===== config.mk =====
export PLATFORM = sky130hd
export DESIGN_NAME = sram_ctrl_flat
export DESIGN_NICKNAME = d
export VERILOG_FILES = /design/src/rtl/sram_ctrl_if.sv /design/src/rtl/sram_ctrl.sv /design/src/flat_wrapper.sv
export SDC_FILE = /design/constraint.sdc
export NUM_CORES = 1
export LEC_CHECK = 0
export CAP_MARGIN = 20
export CORE_ASPECT_RATIO = 0.9
export CORE_MARGIN = 2
export CORE_UTILIZATION = 25
export DETAILED_ROUTE_END_ITERATION = 6
export PLACE_DENSITY = 0.61
export SETUP_SLACK_MARGIN = 0.4
export SLEW_MARGIN = 30
export SYNTH_ARGS = -nofsm -noshare
export SYNTH_HDL_FRONTEND = slang
export SYNTH_SLANG_ARGS = --single-unit

===== constraint.sdc =====
create_clock -name i_clk -period 4.9 [get_ports i_clk]
set_input_delay 0.735 -clock i_clk [delete_from_list [all_inputs] [get_ports i_clk]]
set_output_delay 0.735 -clock i_clk [all_outputs]
set_load 0.05 [all_outputs]

===== src/rtl/sram_ctrl_if.sv =====
// Master-side parallel bus between the UART bus master and the SRAM controller.
// Signals: cs (request, held until ack), we (1 = write), addr, wdata (master -> ctrl),
//          rdata (read data, valid from ack), ack (one-cycle completion pulse).
// Modports: master (bus master side), slave (controller side).
interface sram_ctrl_if #(
  parameter int unsigned ADDR_WIDTH = 16,
  parameter int unsigned DATA_WIDTH = 8
);
  logic                  cs;
  logic                  we;
  logic [ADDR_WIDTH-1:0] addr;
  logic [DATA_WIDTH-1:0] wdata;
  logic [DATA_WIDTH-1:0] rdata;
  logic                  ack;

  modport master (output cs, output we, output addr, output wdata,
                  input  rdata, input ack);
  modport slave  (input  cs, input  we, input  addr, input  wdata,
                  output rdata, output ack);
endinterface


===== src/rtl/sram_ctrl.sv =====
// Asynchronous SRAM controller: accepts one request per cs assertion, sequences
// SETUP / ACCESS (WAIT_CYCLES) / HOLD (writes) on the SRAM strobes, then pulses ack.
// Ports:
//   i_clk, i_reset_n    : clock, asynchronous active-low reset
//   bus (slave)         : cs/we/addr/wdata in, rdata/ack out
//   o_sram_addr         : registered SRAM address
//   o_sram_data         : write data to pad cells
//   i_sram_data         : read data from pad cells
//   o_sram_data_oe      : pad output enable (1 = controller drives data pins)
//   o_sram_cs_n/we_n/oe_n : SRAM strobes, active low
// Optional: define SRAM_CTRL_COUNT_EN to add saturating o_rd_count / o_wr_count.
// WAIT_CYCLES legal range is 1..15.
module sram_ctrl #(
  parameter int unsigned ADDR_WIDTH  = 16,
  parameter int unsigned DATA_WIDTH  = 8,
  parameter int unsigned WAIT_CYCLES = 2
) (
  input  logic                  i_clk,
  input  logic                  i_reset_n,
  sram_ctrl_if.slave            bus,
  output logic [ADDR_WIDTH-1:0] o_sram_addr,
  output logic [DATA_WIDTH-1:0] o_sram_data,
  input  logic [DATA_WIDTH-1:0] i_sram_data,
  output logic                  o_sram_data_oe,
  output logic                  o_sram_cs_n,
  output logic                  o_sram_we_n,
  output logic                  o_sram_oe_n
`ifdef SRAM_CTRL_COUNT_EN
  ,
  output logic [15:0]           o_rd_count,
  output logic [15:0]           o_wr_count
`endif
);

  localparam int unsigned       CNT_W    = 4;
  localparam logic [CNT_W-1:0]  CNT_LOAD = CNT_W'(WAIT_CYCLES - 1);

  typedef enum logic [2:0] {
    S_IDLE, S_SETUP, S_ACCESS, S_HOLD, S_ACK, S_RELEASE
  } state_t;

  state_t                r_state, w_state_nxt;
  logic [CNT_W-1:0]      r_cnt, w_cnt_nxt;
  logic                  r_op, w_op_nxt;
  logic [ADDR_WIDTH-1:0] r_sram_addr, w_addr_nxt;
  logic [DATA_WIDTH-1:0] r_sram_data, w_wdata_nxt;
  logic [DATA_WIDTH-1:0] r_data, w_rdata_nxt;
  logic                  r_ack, w_ack_nxt;
  logic                  r_cs_n, w_cs_n_nxt;
  logic                  r_we_n, w_we_n_nxt;
  logic                  r_oe_n, w_oe_n_nxt;
  logic                  r_data_oe, w_data_oe_nxt;

  // State, latched request and registered outputs.
  always_ff @(posedge i_clk or negedge i_reset_n) begin
    if (!i_reset_n) begin
      r_state     <= S_IDLE;
      r_cnt       <= '0;
      r_op        <= 1'b0;
      r_sram_addr <= '0;
      r_sram_data <= '0;
      r_data      <= '0;
      r_ack       <= 1'b0;
      r_cs_n      <= 1'b1;
      r_we_n      <= 1'b1;
      r_oe_n      <= 1'b1;
      r_data_oe   <= 1'b0;
    end else begin
      r_state     <= w_state_nxt;
      r_cnt       <= w_cnt_nxt;
      r_op        <= w_op_nxt;
      r_sram_addr <= w_addr_nxt;
      r_sram_data <= w_wdata_nxt;
      r_data      <= w_rdata_nxt;
      r_ack       <= w_ack_nxt;
      r_cs_n      <= w_cs_n_nxt;
      r_we_n      <= w_we_n_nxt;
      r_oe_n      <= w_oe_n_nxt;
      r_data_oe   <= w_data_oe_nxt;
    end
  end

  // Next state, then outputs decoded from the next state so strobes are
  // registered and valid for the whole cycle the state is occupied.
  always_comb begin
    w_state_nxt   = r_state;
    w_cnt_nxt     = r_cnt;
    w_op_nxt      = r_op;
    w_addr_nxt    = r_sram_addr;
    w_wdata_nxt   = r_sram_data;
    w_rdata_nxt   = r_data;
    w_ack_nxt     = 1'b0;
    w_cs_n_nxt    = 1'b1;
    w_we_n_nxt    = 1'b1;
    w_oe_n_nxt    = 1'b1;
    w_data_oe_nxt = 1'b0;

    case (r_state)
      S_IDLE: begin
        if (bus.cs) begin
          w_op_nxt    = bus.we;
          w_addr_nxt  = bus.addr;
          w_wdata_nxt = bus.wdata;
          w_state_nxt = S_SETUP;
        end
      end
      S_SETUP: begin
        w_cnt_nxt   = CNT_LOAD;
        w_state_nxt = S_ACCESS;
      end
      S_ACCESS: begin
        if (r_cnt == '0) begin
          if (r_op) begin
            w_state_nxt = S_HOLD;
          end else begin
            w_rdata_nxt = i_sram_data;
            w_state_nxt = S_ACK;
          end
        end else begin
          w_cnt_nxt = r_cnt - CNT_W'(1);
        end
      end
      S_HOLD:    w_state_nxt = S_ACK;
      S_ACK:     w_state_nxt = S_RELEASE;
      S_RELEASE: if (!bus.cs) w_state_nxt = S_IDLE;
      default:   w_state_nxt = S_IDLE;
    endcase

    // Read never enables the pad driver, write never lowers oe_n.
    case (w_state_nxt)
      S_SETUP: begin
        w_cs_n_nxt = 1'b0;
        if (w_op_nxt) w_data_oe_nxt = 1'b1;
        else          w_oe_n_nxt    = 1'b0;
      end
      S_ACCESS: begin
        w_cs_n_nxt = 1'b0;
        if (w_op_nxt) begin
          w_we_n_nxt    = 1'b0;
          w_data_oe_nxt = 1'b1;
        end else begin
          w_oe_n_nxt    = 1'b0;
        end
      end
      S_HOLD: begin
        w_cs_n_nxt    = 1'b0;
        w_data_oe_nxt = 1'b1;
      end
      S_ACK:   w_ack_nxt = 1'b1;
      default: ;
    endcase
  end

`ifdef SRAM_CTRL_COUNT_EN
  logic [15:0] r_rd_count;
  logic [15:0] r_wr_count;

  // Saturating completion counters, updated together with the ack pulse.
  always_ff @(posedge i_clk or negedge i_reset_n) begin
    if (!i_reset_n) begin
      r_rd_count <= '0;
      r_wr_count <= '0;
    end else if (w_ack_nxt) begin
      if (w_op_nxt && (r_wr_count != 16'hFFFF))
        r_wr_count <= r_wr_count + 16'd1;
      if (!w_op_nxt && (r_rd_count != 16'hFFFF))
        r_rd_count <= r_rd_count + 16'd1;
    end
  end

  assign o_rd_count = r_rd_count;
  assign o_wr_count = r_wr_count;
`endif

  assign bus.ack        = r_ack;
  assign bus.rdata      = r_data;
  assign o_sram_addr    = r_sram_addr;
  assign o_sram_data    = r_sram_data;
  assign o_sram_data_oe = r_data_oe;
  assign o_sram_cs_n    = r_cs_n;
  assign o_sram_we_n    = r_we_n;
  assign o_sram_oe_n    = r_oe_n;

endmodule


===== src/flat_wrapper.sv =====
// flat-port wrapper written by rule: the top's interface ports become plain ports
module sram_ctrl_flat 
#(
  parameter int unsigned ADDR_WIDTH  = 16,
  parameter int unsigned DATA_WIDTH  = 8,
  parameter int unsigned WAIT_CYCLES = 2
)
  (i_clk, i_reset_n, o_sram_addr, o_sram_data, i_sram_data, o_sram_data_oe, o_sram_cs_n, o_sram_we_n, o_sram_oe_n, bus_cs, bus_we, bus_addr, bus_wdata, bus_rdata, bus_ack);
  sram_ctrl_if #(.ADDR_WIDTH(ADDR_WIDTH), .DATA_WIDTH(DATA_WIDTH)) bus_i ();
  input  logic i_clk;
  input  logic i_reset_n;
  output logic [ADDR_WIDTH-1:0] o_sram_addr;
  output logic [DATA_WIDTH-1:0] o_sram_data;
  input  logic [DATA_WIDTH-1:0] i_sram_data;
  output logic o_sram_data_oe;
  output logic o_sram_cs_n;
  output logic o_sram_we_n;
  output logic o_sram_oe_n;
  input wire logic [$bits(bus_i.cs)-1:0] bus_cs;
  input wire logic [$bits(bus_i.we)-1:0] bus_we;
  input wire logic [$bits(bus_i.addr)-1:0] bus_addr;
  input wire logic [$bits(bus_i.wdata)-1:0] bus_wdata;
  output wire logic [$bits(bus_i.rdata)-1:0] bus_rdata;
  output wire logic [$bits(bus_i.ack)-1:0] bus_ack;
  assign bus_i.cs = bus_cs;
  assign bus_i.we = bus_we;
  assign bus_i.addr = bus_addr;
  assign bus_i.wdata = bus_wdata;
  assign bus_rdata = bus_i.rdata;
  assign bus_ack = bus_i.ack;
  sram_ctrl #(.ADDR_WIDTH(ADDR_WIDTH), .DATA_WIDTH(DATA_WIDTH), .WAIT_CYCLES(WAIT_CYCLES)) u_core (.i_clk(i_clk), .i_reset_n(i_reset_n), .bus(bus_i), .o_sram_addr(o_sram_addr), .o_sram_data(o_sram_data), .i_sram_data(i_sram_data), .o_sram_data_oe(o_sram_data_oe), .o_sram_cs_n(o_sram_cs_n), .o_sram_we_n(o_sram_we_n), .o_sram_oe_n(o_sram_oe_n));
endmodule

# [Word-level counts from Yosys, hierarchy flattened]
# Cells that the tools add are included.
# Widths: inputs -> output; s select.
[word_totals] regBits=45 elab_cells=47 in_bits=36 output_inout_bits=37
[op_classes] n_eq_ne=10 mux=16 bitwise=1 reduce_logical=8 addsub=1
[ops] operator="$pmux 3 s6" n=1
[ops] operator="$eq 3x2->1 const B" n=4
[ops] operator="$mux 3" n=4
[ops] operator="$eq 3x3->1 const B" n=3
[ops] operator="$mux 1" n=8
[ops] operator="$pmux 4 s2" n=1
[ops] operator="$eq 3x1->1 const B" n=2
[ops] operator="$logic_not 4->1" n=1
[ops] operator="$mux 4" n=1
[ops] operator="$reduce_and 2->1" n=2
[ops] operator="$sub 4x1->4 const B" n=1
[ops] operator="$logic_not 3->1" n=1
[ops] operator="$reduce_and 3->1" n=1
[ops] operator="$reduce_or 3->1" n=1
[ops] operator="$ne 2x2->1 const B" n=1
[ops] operator="$pmux 1 s2" n=1
[ops] operator="$reduce_bool 2->1" n=1
[ops] operator="$reduce_or 2->1" n=1
[ops] operator="$not 1->1" n=1

# [Depth between registers and ports, before layout]
# Gate-level depths: netlist of run 1.
[depth] word_depth=6 depth_mapped=6 mapped_depth_nobuf=5

# [Worst setup path after synthesis of run 1]
# No wires, ideal clock.
[synth_path] kind="reg-to-reg" startpoint="register u_core.r_cnt[0]" endpoint="register u_core.r_data[0], in the netlist u_core.bus.rdata[0]" period_less_slack_ns=2.059 setup_ns=0.125 t_arrival_ns=1.934 setup_slack_ns=2.841 path_stages_with_launch=7 path_cell_list="dfrtp_1 > inv_1 > ha_1 > or3b_4 > or4_4 > buf_6 > mux2_4"
[synth_between] elab_chain_len=2
[synth_rtl] element="start: declaration" line_no="sram_ctrl.sv:43" source="logic [CNT_W-1:0] r_cnt, w_cnt_nxt;"
[synth_rtl] element="start signal: assignment" line_no="sram_ctrl.sv:70" source="r_cnt <= w_cnt_nxt;"
[synth_rtl] element="$logic_not 4->1" line_no="sram_ctrl.sv:112" source="if (r_cnt == '0) begin"
[synth_rtl] element="$reduce_and 3->1 (no line)"
[synth_rtl] element="end signal: assignment" line_no="sram_ctrl.sv:74" source="r_data <= w_rdata_nxt;"
[synth_rtl] element="end: declaration" line_no="sram_ctrl.sv:47" source="logic [DATA_WIDTH-1:0] r_data, w_rdata_nxt;"
# No other way between the ends.
# A chain may end at the register's enable or synchronous reset.

# [Worst setup path after layout of run 1]
[layout_path] startpoint="register u_core.r_we_n, in the netlist u_core.o_sram_we_n" endpoint="output port o_sram_we_n"
[layout_lines] element="start: declaration" line_no="sram_ctrl.sv:50" source="logic r_we_n, w_we_n_nxt;"
[layout_lines] element="start signal: assignment" line_no="sram_ctrl.sv:77" source="r_we_n <= w_we_n_nxt;"
[layout_lines] element="end: declaration" line_no="flat_wrapper.sv:17" source="output logic o_sram_we_n;"
# No word-level cell between the ends.

==> metrics.md, run 1 <==
| Metric | Value |
|---|---|
| Total of max-cap violations | `0` |
| CTS Sinks | `45` |
| Setup crit start kind | `flip-flop` |
| Crit share post-route | `48.1%` |
| Area delta synth->final | `46.7%` |
| Initial DRC count | `27` |
| CP delay by family, top | `buffers and inverters` |
| Worst relative slew slack | `62.3%` |
| First-pass GRT wire length | `6540 µm` |
| Setup Buffers After CTS | `0` |
| Gr ovfl total | `0` |
| Type of the worst setup path | `flip-flop to primary output` |
| Resized Gates After CTS | `0` |
| Nets | `246` |
| Clk_skew | `0.0108 ns` |
| Max incr delay on CP | `0.81 ns` |
| Sw Share | `46.9%` |
| Area contributors post-synth | `dfrtp_1 (55%), mux2_2 (15%), mux2_4 (6.3%)` |
| Sequential share of the synthesized area | `59.1%` |
| Top cell type's share of synthesized area | `55.0%` |
| Hold Path Class | `input port to asynchronous set/reset pin` |
| Wire per inst | `13.4 µm` |
| Port Buffers | `72` |
| Die Y-Extent | `87.0 µm` |
| CTS tree | `done` |
| Register area | `0.00113 mm²` |
| Core footprint | `0.00747 mm²` |
| Starting Density | `25.6%` |
| CTS Root Cell | `clkbuf_8` |
| Die footprint | `0.00836 mm²` |
| Clock Path Buffers | `2` |
| Sum Neg Setup Slack | `0 ns` |
| Latest clock arrival within the worst-skew pair | `0.29 ns` |
| Vias in the first global route | `1356` |
| Crit-path cells | `clkdlybuf4s50_1` |
| Syn_nets | `173` |
| VDD IR-drop max | `0.000347 V` |
| Logic gate share of total power | `58.4%` |
| Final hold vios | `0` |
| Drt via density | `4.46` |
| Number of fill cells | `746` |
| Largest net degree at the start of global routing | `46` |
| Slowest stage cell, crit path | `clkdlybuf4s50_1` |
| Row count | `30` |
| Ratio of cells with drive above 1 in the final layout | `22.9%` |
| Fmax | `425 MHz` |
| Die width | `96.2 µm` |
| N_diodes | `0` |
| CP endpoint kind | `primary output` |
| LEAKAGE | `1.14 nW` |
| Dpl cells | `298` |
| Crit path max fanout | `1` |
| # IOs | `73` |
| # hold bufs at CTS | `0` |
| Synth cell types | `36` |
| Pint | `1.17 mW` |
| Hpwl dp | `2830 µm` |
| Clock power share | `10.1%` |
| CP Buf/Inv Count | `1` |
| Synth Warn # | `0` |
| PD cells | `785 mW/mm²` |
| Leading cell type in the layout, fill and taps excluded | `clkdlybuf4s50_1` |
| Drt pass-1 iters | `4` |
| Pre-CTS setup slack | `2.36 ns` |
| Final setup violating endpoints | `0` |
| Post-layout min period | `2.36 ns` |
| Post-route cell area | `0.00281 mm²` |
| Area of the multi-input gates | `723 µm²` |
| RSZ-0062 raised after global routing | `false` |
| Synthesis-stage register bit count | `45` |
| Final worst setup slack | `2.54 ns` |
| Cell taking the most area after synthesis | `dfrtp_1` |
| Post-route ant nets | `0` |
| Num CTS Buffers | `5` |
| Synth Instances | `136` |
| Run status | `finished clean` |
| Syn_area_per_cell | `14.1 µm²` |
| Routed wire length | `4100 µm` |
| Cell Area, Synth | `0.00191 mm²` |
| GPL Wtd Cong | `0.736` |
| Via Count | `1364` |
| CP required | `4.16 ns` |
| Initial antenna violation count | `0` |
| Placement Cell Area | `0.00272 mm²` |
| GRT Overall Usage | `10.3%` |
| H-Tree Depth | `2` |
| Crit path DAT | `1.62 ns` |
| Worst Tran Pin Value | `0.566 ns` |
| Reg clk slew, reported paths | `0.09 ns` |
| Max-slew violations | `0` |
| Switching power total | `1.03 mW` |
| Seq pwr share | `31.5%` |
| Commonest non-fill, non-tap cells in the layout | `clkdlybuf4s50_1 (71), dfrtp_1 (42), mux2_2 (25), mux2_4 (8), inv_1 (6)` |
| DRC violations left | `0` |
| Final Non-Filler Cells | `306` |
-- power groups by stage --
stage / logic (mW) / registers [mW] / clock network (mW)
after detailed placement: 1.30 / 0.701 / 0
final: 1.29 / 0.693 / 0.221
after global routing: 1.35 / 0.724 / 0.251
after CTS: 1.30 / 0.695 / 0.236
after global placement: 1.28 / 0.699 / 0
after floorplan: 0.366 / 1.21 / 0
-- per-stage QoR --
stage                     total power, mW  hold WS, ns  utilization [%]
after floorplan                      1.57        0.439                -
after global placement               1.98        0.491             36.4
after detailed placement             2.00        0.495             36.4
after CTS                            2.23        0.450             37.6
after global routing                 2.33        0.472             37.6
final                                2.20        0.436             37.6
-- cell families after synthesis --
family	synth area share (%)
buffers and inverters	3.08
multiplexers	21.0
adder cells (fa/ha/maj)	1.18
AO/OA/AOI/OAI	6.28
flip-flops	59.1
AND/OR/NAND/NOR	9.36
-- final cells by class --
class                           instances  share of cell area (%)
Multi-Input combinational cell         78                    25.8
Clock inverter                          1                   0.268
Inverter                                6                   0.803
Tap cell                               96                    4.28
Sequential cell                        45                    40.3
Timing Repair Buffer                   73                    25.9
Clock buffer                            7                    2.72
-- synth_stat cells (all sizes together) --
cell	count
a21oi	3
a221oi	1
a22o	1
a2bb2oi	1
and3	1
buf	3
clkbuf	4
dfrtp	42
dfstp	3
ha	1
inv	6
maj3	1
mux2	33
nand2	1
nand2b	1
nand3	4
nand3b	1
nor2	3
nor2b	2
nor3	2
nor3b	1
nor4b	1
o211ai	2
o21a	1
o21ai	5
o22ai	2
o2bb2ai	1
o32a	1
or2b	1
or3b	2
or4	5
-- final timing paths --
kind	to	start	slack [ns]	cells after the start
setup / recovery	o_sram_we_n	u_core.o_sram_we_n	2.54	1
hold / removal	u_core.o_sram_addr[0]	i_reset_n	0.44	1
setup reg to reg	u_core.bus.rdata[7]	u_core.r_cnt[0]	2.65	5
hold reg to reg	u_core.o_sram_addr[12]	u_core.o_sram_addr[12]	0.51	1
max in group asynchronous	u_core.o_sram_cs_n	i_reset_n	4.07	1
min in group i_clk	u_core.o_sram_addr[12]	u_core.o_sram_addr[12]	0.51	1
-- flip-flops by register name, indices dropped and copies added, names as in the netlist --
name	count
u_core.o_sram_oe_n	1
u_core.o_sram_we_n	1
u_core.o_sram_cs_n	1
u_core.r_op	1
u_core.bus.ack	1
u_core.r_state	3
u_core.o_sram_data_oe	1
u_core.r_cnt	4
u_core.o_sram_data	8
u_core.o_sram_addr	16
u_core.bus.rdata	8
-- layer usage --
layer  part of all wire [%]  GRT usage, %  vias up
met5                      0             0        -
met4                   0.71          3.51        0
met3                     10          4.16        4
met2                     42          14.8       55
met1                     47          13.8      664
li1                       -             -      641
(Power assumes the default switching activity.)
==> inputs of run 2 (changes only) <==
==> constraint.sdc (replaced) <==
create_clock -name i_clk -period 2.36 [get_ports i_clk]
set_input_delay 0.354 -clock i_clk [delete_from_list [all_inputs] [get_ports i_clk]]
set_output_delay 0.354 -clock i_clk [all_outputs]
set_load 0.05 [all_outputs]
==> run 2 against run 1 <==
  * Register-to-register slack got worse by 2.2 ns
  * Die area did not move
  * Clock skew fell by 0.0043 ns
  * Cell area increased by 4.4%
  * Flip-flop and latch count is the same
  * Largest cell class unchanged
  * Largest power group unchanged
  * Hold slack worse by 0.30 ns
  * Power increased by 120%
  * Routed wire length is 0.44% higher
==> metrics.md, run 2 (synthesized netlist as in run 1, its figures left out) <==
| Metric | Value |
|---|---|
| Routed wire length | `4120 µm (+0.44%)` |
| Met1 Wirelength | `1960 µm (+2.7%)` |
| Clk_skew | `0.00646 ns (-0.00431 ns)` |
| Die footprint | `0.00836 mm² (unchanged)` |
| # IOs | `73 (unchanged)` |
| Max incr delay on CP | `0.53 ns (-0.28 ns)` |
| Post-route ant nets | `0 (unchanged)` |
| Dpl cells | `303 (+1.7%)` |
| Initial DRC count | `65 (+140%)` |
| Crit share post-route | `82.2%` |
| CP required | `2.55 ns (-1.61 ns)` |
| GPL Wtd Cong | `0.786 (+6.8%)` |
| Worst Tran Pin Value | `0.565 ns (-0.00115 ns)` |
| First-pass GRT wire length | `6510 µm (-0.43%)` |
| Core footprint | `0.00747 mm² (unchanged)` |
| Post-layout min period | `1.94 ns` |
| VDD IR-drop max | `0.000492 V (+42%)` |
| Die Y-Extent | `87.0 µm (unchanged)` |
| Pre-CTS setup slack | `0.314 ns (-2.05 ns)` |
| Post-route cell area | `0.00293 mm² (+4.4%)` |
| Slowest stage cell, crit path | `or4_4` |
| Core Util, Final | `39.2% (+1.6 points)` |
| Met2 routed WL | `1740 µm (+0.17%)` |
| PD cells | `1620 mW/mm² (+110%)` |
| Leading cell type in the layout, fill and taps excluded | `clkdlybuf4s50_1` |
| Drt via density | `4.39 (-1.5%)` |
| CTS Sinks | `45 (unchanged)` |
| Ratio of cells with drive above 1 in the final layout | `29.0% (+6.1 points)` |
| # hold bufs at CTS | `0 (unchanged)` |
| Run status | `finished clean` |
| Drt pass-1 iters | `4 (unchanged)` |
| Reg clk slew, reported paths | `0.09 ns (about the same)` |
| Worst relative slew slack | `62.4% (+0.077 points)` |
| Crit-path cells | `inv_2, ha_4, or3b_4, or4_4, mux2_4` |
| Commonest non-fill, non-tap cells in the layout | `clkdlybuf4s50_1 (68), dfrtp_1 (42), mux2_2 (25), buf_4 (11), mux2_4 (8)` |
| GRT Overall Usage | `10.2% (-0.078 points)` |
| Crit path DAT | `2.13 ns (+0.51 ns)` |
| Met3 WL post-DR | `367 µm (-13%)` |
| Final hold vios | `0 (unchanged)` |
| Sum Neg Setup Slack | `0 ns (unchanged)` |
| CTS Root Cell | `clkbuf_8` |
| WHS | `0.133 ns (-0.303 ns)` |
| Final Non-Filler Cells | `317 (+3.6%)` |
| Power Total | `4.75 mW (+120%)` |
| Row count | `30 (unchanged)` |
| Max-slew violations | `0 (unchanged)` |
| Final worst setup slack | `0.420 ns (-2.12 ns)` |
| N_diodes | `0 (unchanged)` |
| Nets | `257 (+4.5%)` |
| Clock Path Buffers | `2 (unchanged)` |
| Placement Cell Area | `0.00277 mm² (+1.8%)` |
| Wire per inst | `13.0 µm (-3.0%)` |
| Die width | `96.2 µm (unchanged)` |
| Area delta synth->final | `53.1%` |
| Vias in the first global route | `1419 (+4.6%)` |
| Initial antenna violation count | `0 (unchanged)` |
| CTS tree | `done` |
| Largest net degree at the start of global routing | `46 (unchanged)` |
| Setup crit start kind | `flip-flop` |
| Total of max-cap violations | `0 (unchanged)` |
| CP endpoint kind | `flip-flop` |
| H-Tree Depth | `2 (unchanged)` |
| Type of the worst setup path | `flip-flop to flip-flop` |
| Crit path max fanout | `8 (+7)` |
| Final setup violating endpoints | `0 (unchanged)` |
| Hpwl dp | `2790 µm (-1.5%)` |
| Max reg flops | `16 (unchanged)` |
| Number of fill cells | `727 (-2.5%)` |
| RSZ-0062 raised after global routing | `true` |
| Fmax | `515 MHz` |
| Num CTS Buffers | `5 (unchanged)` |
| Top Metal Used | `met4` |
| Hold Path Class | `input port to asynchronous set/reset pin` |
| Via Count | `1392 (+2.1%)` |
| Starting Density | `25.6% (unchanged)` |
| Latest clock arrival within the worst-skew pair | `0.30 ns (about the same)` |
| Gr ovfl total | `0 (unchanged)` |
| DRC violations left | `0 (unchanged)` |
| Port Buffers | `72 (unchanged)` |
| LEAKAGE | `1.22 nW (+6.3%)` |
## run 2: final cells by class
class,instances,area (µm²),area share (%)
flip-flops and latches,45,1130,38.6
clock buffers,7,96.3,3.29
repair buffers,84,815,27.8
well taps,96,120,4.10
clock inverters,1,8.76,0.299
multi-input cells,78,736,25.1
inverters,6,22.5,0.769
## run 2: layer usage
layer	vias to the layer above	GRT usage (%)
met2	52	15.0
li1	664	-
met1	669	13.8
met5	-	0
met4	0	3.25
met3	7	3.72
## run 2: repair_timing
item,CTS,global route
buffers inserted,4,2
gates cloned,0,0
gates resized for setup,5,0
setup endpoints to repair,11,8
pin swaps,2,2
## run 2: final timing paths
kind	startpoint	end	slack, ns	cells after the start
setup / recovery	u_core.r_cnt[1]	u_core.bus.rdata[1]	0.42	5
hold / removal	i_reset_n	u_core.bus.rdata[3]	0.13	2
setup reg to reg	u_core.r_cnt[1]	u_core.bus.rdata[1]	0.42	5
hold reg to reg	u_core.o_sram_addr[1]	u_core.o_sram_addr[1]	0.51	1
max in group asynchronous	i_reset_n	u_core.o_sram_cs_n	1.85	2
min in group i_clk	u_core.o_sram_addr[1]	u_core.o_sram_addr[1]	0.51	1
## run 2: power breakdown
group          switching (mW)  internal, mW  total, mW
logic                    1.67          1.14       2.81
clock network           0.275         0.271      0.546
registers               0.234          1.16       1.39
total                    2.18          2.57       4.75
## run 2: critical path: cells and delay by family (launching register included)
| family | cells | cell delay (ns) |
|---|---|---|
| multiplexers | 1 | 0.33 |
| buffers and inverters | 1 | 0.08 |
| flip-flops | 1 | 0.40 |
| adder cells (fa/ha/maj) | 1 | 0.12 |
| AND/OR/NAND/NOR | 2 | 0.90 |
==> inputs of run 3 (changes only) <==
--- a/config.mk
+++ b/config.mk
@@ -10,7 +10,7 @@
 export CORE_MARGIN = 2
 export CORE_UTILIZATION = 25
 export DETAILED_ROUTE_END_ITERATION = 6
-export PLACE_DENSITY = 0.61
+export PLACE_DENSITY = 0.62
 export SETUP_SLACK_MARGIN = 0.4
 export SLEW_MARGIN = 30
 export SYNTH_ARGS = -nofsm -noshare
==> constraint.sdc (replaced) <==
create_clock -name i_clk -period 1.7 [get_ports i_clk]
set_input_delay 0.255 -clock i_clk [delete_from_list [all_inputs] [get_ports i_clk]]
set_output_delay 0.255 -clock i_clk [all_outputs]
set_load 0.05 [all_outputs]
==> run 3 against run 2 <==
  * The flow now finishes with violations (setup timing)
  * Register-to-register slack worse by 0.71 ns
  * Via count increased by 5.7%
  * Cell area is 14% higher
==> metrics.md, run 3 (synthesized netlist as in run 1, its figures left out) <==
| Metric | Value |
|---|---|
| Run status | `complete, but fails checks` |
| Failing checks | `setup timing` |
| Power Total | `7.60 mW (+60%)` |
| Fmax | `503 MHz (-2.5%)` |
| CTS Sinks | `45 (unchanged)` |
| GPL Wtd Cong | `0.703 (-11%)` |
| Commonest non-fill, non-tap cells in the layout | `buf_4 (56), dfrtp_1 (42), clkdlybuf4s50_1 (34), mux2_4 (33), buf_6 (11)` |
| Area of the multi-input gates | `910 µm² (+24%)` |
| Latest clock arrival within the worst-skew pair | `0.29 ns (about the same)` |
| Num CTS Buffers | `5 (unchanged)` |
| H-Tree Depth | `2 (unchanged)` |
| Final worst setup slack | `-0.290 ns (-0.709 ns)` |
| Crit path max fanout | `8 (unchanged)` |
| Hpwl dp | `3330 µm (+19%)` |
| Clk_skew | `0.00890 ns (+0.00245 ns)` |
| Number of fill cells | `668 (-8.1%)` |
| Register area | `0.00113 mm² (unchanged)` |
| Max reg flops | `16 (unchanged)` |
| VDD IR-drop max | `0.000799 V (+62%)` |
| CTS Root Cell | `clkbuf_8` |
| CP endpoint kind | `flip-flop` |
| Routed wire length | `4980 µm (+21%)` |
| Sum Neg Setup Slack | `-3.86 ns (-3.86 ns)` |
| CP delay by family, top | `simple AND/OR/NAND/NOR gates` |
| Row count | `30 (unchanged)` |
| LEAKAGE | `1.54 nW (+26%)` |
| Drt pass-1 iters | `4 (unchanged)` |
| CP required | `1.87 ns (-0.68 ns)` |
| DRC violations left | `0 (unchanged)` |
| Initial antenna violation count | `0 (unchanged)` |
| CP Buf/Inv Count | `1 (unchanged)` |
| PD cells | `2270 mW/mm² (+40%)` |
| Crit share post-route | `117% (+35 points)` |
| Die Y-Extent | `87.0 µm (unchanged)` |
| N_diodes | `0 (unchanged)` |
| Wire per inst | `14.5 µm (+12%)` |
| Max-slew violations | `0 (unchanged)` |
| Setup crit start kind | `flip-flop` |
| GRT Overall Usage | `12.2% (+2.1 points)` |
| Final setup violating endpoints | `15 (+15)` |
| Die footprint | `0.00836 mm² (unchanged)` |
| Final hold vios | `0 (unchanged)` |
| Post-route ant nets | `0 (unchanged)` |
| Die width | `96.2 µm (unchanged)` |
| First-pass GRT wire length | `7800 µm (+20%)` |
| Reg clk slew, reported paths | `0.09 ns (about the same)` |
| Via Count | `1472 (+5.7%)` |
| Hold Path Class | `input port to asynchronous set/reset pin` |
| Gr ovfl total | `0 (unchanged)` |
| RSZ-0062 raised after global routing | `true` |
| CTS tree | `done` |
| Nets | `283 (+10%)` |
| Type of the worst setup path | `flip-flop to flip-flop` |
| Clock Path Buffers | `2 (unchanged)` |
| Drt via density | `4.29 (-2.3%)` |
| Crit path DAT | `2.16 ns (+0.03 ns)` |
| Core Util, Final | `44.9% (+5.7 points)` |
| Slowest stage cell, crit path | `or4_4` |
| Worst relative slew slack | `65.6% (+3.2 points)` |
| Vias in the first global route | `1532 (+8.0%)` |
| Core footprint | `0.00747 mm² (unchanged)` |
| Ratio of cells with drive above 1 in the final layout | `54.7% (+26 points)` |
| Largest net degree at the start of global routing | `23 (-50%)` |
| # IOs | `73 (unchanged)` |
| Worst Tran Pin Value | `0.517 ns (-0.0480 ns)` |
| Leading cell type in the layout, fill and taps excluded | `buf_4` |
| Area delta synth->final | `75.3%` |
| Initial DRC count | `56 (-14%)` |
| Post-layout min period | `1.99 ns (+0.0492 ns)` |
| Port Buffers | `72 (unchanged)` |
| Max incr delay on CP | `0.54 ns (about the same)` |
| Total of max-cap violations | `0 (unchanged)` |
| Starting Density | `25.6% (unchanged)` |
| Crit-path cells | `inv_2, ha_4, or3b_4, or4_4, mux2_4` |
## run 3: final timing paths
check / end / slack (ns) / start / depth (start not counted)
setup / recovery: u_core.bus.rdata[0] / -0.29 / u_core.r_cnt[0] / 5
hold / removal: u_core.r_state[2] / 0.47 / i_reset_n / 2
setup reg to reg: u_core.bus.rdata[0] / -0.29 / u_core.r_cnt[0] / 5
hold reg to reg: u_core.o_sram_addr[10] / 0.51 / u_core.o_sram_addr[10] / 1
max in group asynchronous: u_core.o_sram_addr[7] / 0.64 / i_reset_n / 3
min in group i_clk: u_core.o_sram_addr[10] / 0.51 / u_core.o_sram_addr[10] / 1
## run 3: per-layer routing
layer	global-route usage [%]	wire (µm)
met5	0	0
met2	18.7	2230
met1	16.8	2370
met4	3.51	55
met3	3.55	326
## run 3: what timing repair did
item                                    CTS  global route
gates cloned                              2             0
endpoints found under the hold margin    17             0
hold buffers                              1             0
endpoints found under the setup margin   44            46
pin swaps                                12             5
buffers inserted                         11             3
resized for setup                        27             9
## run 3: where the power goes
| part | switching [mW] | total (mW) | internal [mW] |
|---|---|---|---|
| Sequential | 0.310 | 1.93 | 1.62 |
| Combinational | 2.72 | 4.96 | 2.25 |
| Clock | 0.346 | 0.714 | 0.368 |
## run 3: cell type report
type                            instances  share of cell area, %
Clock buffer                            7                   2.88
Clock inverter                          1                  0.149
Inverter                                6                   1.05
Multi-Input combinational cell         78                   27.1
Sequential cell                        45                   33.7
Tap cell                               96                   3.58
Timing Repair Buffer                  110                   31.5
## run 3: metrics by stage
step           std cells  worst slack, ns  hold WS, ns  instance area, µm²
4_1_cts              340           -0.258        0.480                3280
2_1_floorplan        136           -0.280      -0.0406                2030
3_3_place_gp         318           -0.266        0.258                2920
5_1_grt              343           -0.319        0.503                3350
3_5_place_dp         318           -0.309        0.253                2920
6_report             343           -0.290        0.473                3350
